$ cat src/rtl/mips_dp_pkg.sv
// Shared types, opcodes and the ALU function for the multicycle MIPS datapath.
package mips_dp_pkg;

  localparam int REG_CNT = 32;
  localparam int REG_AW  = 5;

  localparam logic [5:0] OP_LW    = 6'h23;
  localparam logic [5:0] OP_SW    = 6'h2B;
  localparam logic [5:0] OP_BEQ   = 6'h04;
  localparam logic [5:0] OP_ADDI  = 6'h08;
  localparam logic [5:0] OP_J     = 6'h02;
  localparam logic [5:0] OP_RTYPE = 6'h00;

  typedef enum logic [2:0] {
    ALU_AND = 3'b000,
    ALU_OR  = 3'b001,
    ALU_ADD = 3'b010,
    ALU_SUB = 3'b110,
    ALU_SLT = 3'b111
  } alu_ctl_e;

  typedef enum logic [1:0] {
    SRCB_B      = 2'b00,
    SRCB_FOUR   = 2'b01,
    SRCB_IMM    = 2'b10,
    SRCB_IMM_SH = 2'b11
  } srcb_sel_e;

  typedef enum logic [1:0] {
    PC_ALU    = 2'b00,
    PC_ALUOUT = 2'b01,
    PC_JUMP   = 2'b10,
    PC_HOLD   = 2'b11
  } pc_sel_e;

  // Add/sub wrap modulo 2^32; slt is a signed compare; unknown codes give 0.
  function automatic logic [31:0] alu_f(input logic [31:0] a,
                                        input logic [31:0] b,
                                        input logic [2:0]  ctl);
    logic signed [31:0] sa;
    logic signed [31:0] sb;
    sa = a;
    sb = b;
    case (ctl)
      ALU_AND: alu_f = a & b;
      ALU_OR:  alu_f = a | b;
      ALU_ADD: alu_f = a + b;
      ALU_SUB: alu_f = a - b;
      ALU_SLT: alu_f = {31'b0, (sa < sb)};
      default: alu_f = '0;
    endcase
  endfunction

endpackage

$ cat src/rtl/mips_regfile.sv
// 32x32 register file: two combinational read ports, one synchronous write port.
// $0 reads as zero and ignores writes. Optional third read port under DP_DEBUG_PORT_EN.
module mips_regfile
  import mips_dp_pkg::*;
#(
  parameter int DATA_W = 32
) (
  input  logic              clk,
  input  logic              reset,
  input  logic [4:0]        ra1,
  input  logic [4:0]        ra2,
  output logic [DATA_W-1:0] rd1,
  output logic [DATA_W-1:0] rd2,
  input  logic              we3,
  input  logic [4:0]        wa3,
  input  logic [DATA_W-1:0] wd3
`ifdef DP_DEBUG_PORT_EN
  ,
  input  logic [4:0]        dbg_ra,
  output logic [DATA_W-1:0] dbg_rd
`endif
);

  logic [DATA_W-1:0] rf [REG_CNT];

  // Clear every register on reset; otherwise write one register, never $0.
  always_ff @(posedge clk) begin
    if (!reset) begin
      for (int i = 0; i < REG_CNT; i++) begin
        rf[i] <= '0;
      end
    end else if (we3 && (wa3 != '0)) begin
      rf[wa3] <= wd3;
    end
  end

  assign rd1 = (ra1 == '0) ? '0 : rf[ra1];
  assign rd2 = (ra2 == '0) ? '0 : rf[ra2];

`ifdef DP_DEBUG_PORT_EN
  assign dbg_rd = (dbg_ra == '0) ? '0 : rf[dbg_ra];
`endif

endmodule

$ cat src/rtl/mips_multicycle_datapath.sv
// Multicycle MIPS datapath driven by an external controller's strobes.
// Holds PC, IR, MDR, A, B, ALUOut and the register file; one unified memory port.
// Optional macro DP_DEBUG_PORT_EN adds a read-only debug register-file port.
module mips_multicycle_datapath
  import mips_dp_pkg::*;
#(
  parameter logic [31:0] RESET_PC = 32'h0000_0000,
  parameter int          DATA_W   = 32
) (
  input  logic              clk,
  input  logic              reset,
  input  logic              pcen,
  input  logic              memwrite,
  input  logic              irwrite,
  input  logic              regwrite,
  input  logic              alusrca,
  input  logic              iord,
  input  logic              memtoreg,
  input  logic              regdst,
  input  logic [1:0]        alusrcb,
  input  logic [1:0]        pcsrc,
  input  logic [2:0]        alucontrol,
  output logic [5:0]        op,
  output logic [5:0]        funct,
  output logic              zero,
  output logic [DATA_W-1:0] mem_adr,
  output logic [DATA_W-1:0] mem_wd,
  output logic              mem_we,
  input  logic [DATA_W-1:0] mem_rd
`ifdef DP_DEBUG_PORT_EN
  ,
  input  logic [4:0]        dbg_ra,
  output logic [DATA_W-1:0] dbg_rd
`endif
);

  logic        [DATA_W-1:0] pc;
  logic        [DATA_W-1:0] ir;
  logic        [DATA_W-1:0] mdr;
  logic        [DATA_W-1:0] a;
  logic        [DATA_W-1:0] b;
  logic        [DATA_W-1:0] aluout;
  logic        [DATA_W-1:0] rd1;
  logic        [DATA_W-1:0] rd2;
  logic        [DATA_W-1:0] wd3;
  logic        [4:0]        wa3;
  logic signed [DATA_W-1:0] signimm;
  logic        [DATA_W-1:0] srca;
  logic        [DATA_W-1:0] srcb;
  logic        [DATA_W-1:0] aluresult;
  logic        [DATA_W-1:0] pcnext;

  assign op      = ir[31:26];
  assign funct   = ir[5:0];
  assign signimm = {{16{ir[15]}}, ir[15:0]};
  assign wa3     = regdst ? ir[15:11] : ir[20:16];
  assign wd3     = memtoreg ? mdr : aluout;

  assign mem_adr = iord ? aluout : pc;
  assign mem_wd  = b;
  assign mem_we  = memwrite;

  mips_regfile #(
    .DATA_W (DATA_W)
  ) u_rf (
    .clk    (clk),
    .reset  (reset),
    .ra1    (ir[25:21]),
    .ra2    (ir[20:16]),
    .rd1    (rd1),
    .rd2    (rd2),
    .we3    (regwrite),
    .wa3    (wa3),
    .wd3    (wd3)
`ifdef DP_DEBUG_PORT_EN
    ,
    .dbg_ra (dbg_ra),
    .dbg_rd (dbg_rd)
`endif
  );

  // ALU operand selection and result; zero feeds the branch decision directly.
  always_comb begin
    srca = alusrca ? a : pc;
    case (alusrcb)
      SRCB_B:    srcb = b;
      SRCB_FOUR: srcb = 32'd4;
      SRCB_IMM:  srcb = signimm;
      default:   srcb = {signimm[29:0], 2'b00};
    endcase
    aluresult = alu_f(srca, srcb, alucontrol);
    zero      = (aluresult == '0);
  end

  // Next-PC select; the reserved code recirculates the current PC.
  always_comb begin
    case (pcsrc)
      PC_ALU:    pcnext = aluresult;
      PC_ALUOUT: pcnext = aluout;
      PC_JUMP:   pcnext = {pc[31:28], ir[25:0], 2'b00};
      default:   pcnext = pc;
    endcase
  end

  // Architectural and inter-cycle registers; reset aborts any instruction in flight.
  always_ff @(posedge clk) begin
    if (!reset) begin
      pc     <= RESET_PC;
      ir     <= '0;
      mdr    <= '0;
      a      <= '0;
      b      <= '0;
      aluout <= '0;
    end else begin
      if (pcen) begin
        pc <= pcnext;
      end
      if (irwrite) begin
        ir <= mem_rd;
      end
      mdr    <= mem_rd;
      a      <= rd1;
      b      <= rd2;
      aluout <= aluresult;
    end
  end

endmodule

$ cat config.mk
export PLATFORM = sky130hd
export DESIGN_NAME = mips_multicycle_datapath
export DESIGN_NICKNAME = d
export VERILOG_FILES = /design/src/rtl/mips_dp_pkg.sv /design/src/rtl/mips_regfile.sv /design/src/rtl/mips_multicycle_datapath.sv
export SDC_FILE = /design/constraint.sdc
export NUM_CORES = 2
export LEC_CHECK = 0
export CORE_MARGIN = 3
export CORE_UTILIZATION = 37
export DETAILED_ROUTE_END_ITERATION = 8
export SLEW_MARGIN = 5
export SYNTH_ARGS = -nofsm -noshare
export SYNTH_HDL_FRONTEND = slang
export SYNTH_SLANG_ARGS = --single-unit
$ cat constraint.sdc
create_clock -name clk -period 7.84 [get_ports clk]
set_clock_uncertainty 0.2 [all_clocks]
set_input_delay 1.568 -clock clk [delete_from_list [all_inputs] [get_ports clk]]
set_output_delay 1.568 -clock clk [all_outputs]
set_load 0.01 [all_outputs]
==> metrics.yaml <==
detailed_routing:
  drt-pass1-iter-count: 5
  ant_nets: 0
  drtIter0Drc: 5797
  drc: 0
  wire_per_inst_um: 30.8
  vias: 46700
  viasPerCell: 6.06
  wirelength_um: 237000
synth:
  avgSynthCellArea_um2: 12.9
  syn-cell-area_um2: 64500
  yosys_warnings: 0
  synth_edf_count: 1024
  async_reset_ff_frac: 0
  synth_ff_type: "edfxtp_1"
  synthCells: 4997
  ys_seq_area_frac: 0.536
  yosys_register_bits: 1216
  ys_types: 88
die:
  die_h_um: 424
  fp.dieW_um: 424
  start_util: 0.374
  coreArea_um2: 172000
  fp-row-count: 152
  die_area_um2: 179000
  ios: 127
pwr:
  p_total_mw: 16.8
  peakVddDrop_uv: 233
  power.density_nw_per_um2: 220
  leakagePower_nw: 26.4
run:
  cap_violations: 0
clocking:
  cts-htree-levels: 4
  cts_tree: "yes"
  holdBufCountCts: 0
  clockBufferDepth: 3
  insertion_delay_ns: 0.78
  cts_buffers: 133
  cts.sinks: 1216
  root_buffer: "clkbuf_16"
  path_clk_slew_ns: 0.08
grt:
  grt_pass1_vias: 46700
  grt_pass1_wl_um: 336000
  grt_antenna_before_repair: 5
  grt_max_degree: 106
  overflow: 0
  grt_use_total: 0.259
place:
  gp_congestion: 0.957
  portBuffers: 124
  dpl-instance-area_um2: 71000
  placed_cells: 7428
  dp_slack_ns: -0.821
  dp_hpwl_um: 146000
finish:
  fin_cells: 7703
  regArea_um2: 34600
  fillers: 15600
  fin_nets: 5459
  multi_input_area_um2: 28800
  area_growth_syn_to_layout_pct: 17.9
  fin_area_um2: 76100
  drive_above_1_share: 0.282
  final_util: 0.441
sta:
  hold_viol: 0
  hold_slack_ns: 0.293
  setup_tns_ns: 0
  tightestPinTransition_ns: 1.37
  drv_slew: 0
  fin_crit_sh: 0.983
  relSlewSlack: 0.0827
  min_period_ns: 7.71
  max_freq_ghz: 0.130
  finalWorstSetupSlack_ns: 0.133
  setup_viol: 0
critical_path:
  critPathLaunchType: "primary input"
  endpoint_kind: "output pin"
  worstSetupPathType: "primary input to output pin"
  crit_fanout: 5
  cp.arrival_ns: 5.94
  critPathRequiredTime_ns: 6.07
hold_path:
  hold_class: "register to register"
run_status:
  status: "complete, no violations"
## layout by cell type, fill, tap and decap left out, types with 14 or more instances in the layout
master,count
o211a_1,16
o221ai_1,31
clkbuf_1,41
a211oi_1,14
a221oi_1,73
nand2_2,63
and2_1,52
mux2i_4,32
clkinv_2,16
nand2_1,91
nand2b_1,15
o22ai_1,66
clkbuf_16,141
a21oi_2,15
conb_1,32
dfxtp_1,182
edfxtp_1,1024
a21oi_1,117
clkinv_1,18
mux2i_1,253
ha_1,111
a21o_1,24
mux4_2,498
clkdlybuf4s50_1,116
nor3_1,39
inv_1,107
mux2_2,111
a211o_1,17
xnor2_1,25
buf_4,476
o21ai_0,71
nor2_1,1190
## final timing paths
kind / start / end / slack (ns) / cells past startpoint
worst max register to register: ir[0] / pc[30] / 3.35 / 19
worst min-delay path: ir[31] / ir[31] / 0.29 / 2
worst max-delay path: alusrcb[0] / zero / 0.13 / 18
worst min register to register: ir[31] / ir[31] / 0.29 / 2
## area by class of cell
type,instances,area share
Antenna cell,1,0.0000329
Timing Repair Buffer,613,0.0663
Clock inverter,56,0.00684
Inverter,111,0.00551
Multi-Input combinational cell,3210,0.379
Clock buffer,186,0.0490
Sequential cell,1216,0.455
Tap cell,2310,0.0380
## repair_timing
action                     4_1_cts  5_1_grt
setup endpoints to repair        1        1
resized for setup               78       52
cloned                           0        1
setup buffers                   10       20
pin swaps                       26       34
## routing by layer
layer / vias to the layer above / routed length, µm / share of wire / track usage
met5: - / 55 / 0.00023 / 0
met1: 23900 / 90000 / 0.38 / 0.336
met2: 2827 / 112000 / 0.47 / 0.421
li1: 19300 / - / - / -
met4: 8 / 10800 / 0.046 / 0.108
met3: 564 / 24300 / 0.10 / 0.0579
## report_power, final
part / internal [mW] / total, mW / switching, mW
Sequential: 7.27 / 7.50 / 0.230
Clock: 3.57 / 6.22 / 2.66
Combinational: 1.29 / 3.05 / 1.75
## cells in the mapped netlist (all sizes together), types with 12 or more instances
cell type     n  area share
nor2       1197       0.070
edfxtp     1024        0.48
mux4        498        0.17
clkbuf      377       0.022
mux2i       285       0.044
dfxtp       192       0.060
nand2       156      0.0091
a21oi       134       0.011
ha          123       0.024
buf         114      0.0083
inv         111      0.0065
mux2        111       0.019
o21ai        89      0.0070
a221oi       77       0.010
o22ai        69      0.0067
and2         54      0.0052
nor3         47      0.0038
o221ai       33      0.0045
xnor2        27      0.0037
a21o         24      0.0028
a211oi       19      0.0024
a211o        17      0.0023
nand2b       16      0.0017
nor2b        16      0.0016
o211a        16      0.0025
nand3        13      0.0010
o211ai       13      0.0016
o31ai        12      0.0014
## cells by family after synthesis
| kind of cell | after synthesis | share of synthesized area |
|---|---|---|
| adders and majority gates | 125 | 0.0245 |
| other | 1 | 0.0000581 |
| AOI/OAI and AO/OA | 579 | 0.0632 |
| and+or+nand+nor | 1546 | 0.0974 |
| buffers and inverters | 602 | 0.0367 |
| xor gates and xnor gates | 34 | 0.00462 |
| DFF | 1216 | 0.536 |
| muxes | 894 | 0.237 |
## critical path, cell delays in order
cell	delay [ns]
clkdlybuf4s50_1	0.50
or2_2	0.37
inv_2	0.07
ha_2	0.18
inv_1	0.06
fa_2	0.39
nor2b_2	0.19
o311ai_4	0.32
a21oi_4	0.17
a21oi_4	0.17
a21oi_2	0.09
a221o_1	0.44
a41o_1	0.30
nor2_4	0.10
o221ai_2	0.09
or4_4	0.56
nor3_4	0.19
buf_2	0.16
## registers in the layout (all words and copies together) (netlist names)
name	count
mdr	32
pc	32
mem_wd	32
aluout	32
u_rf.rf	1024
a	32
ir	32
Power figures use the tool's default switching activity.
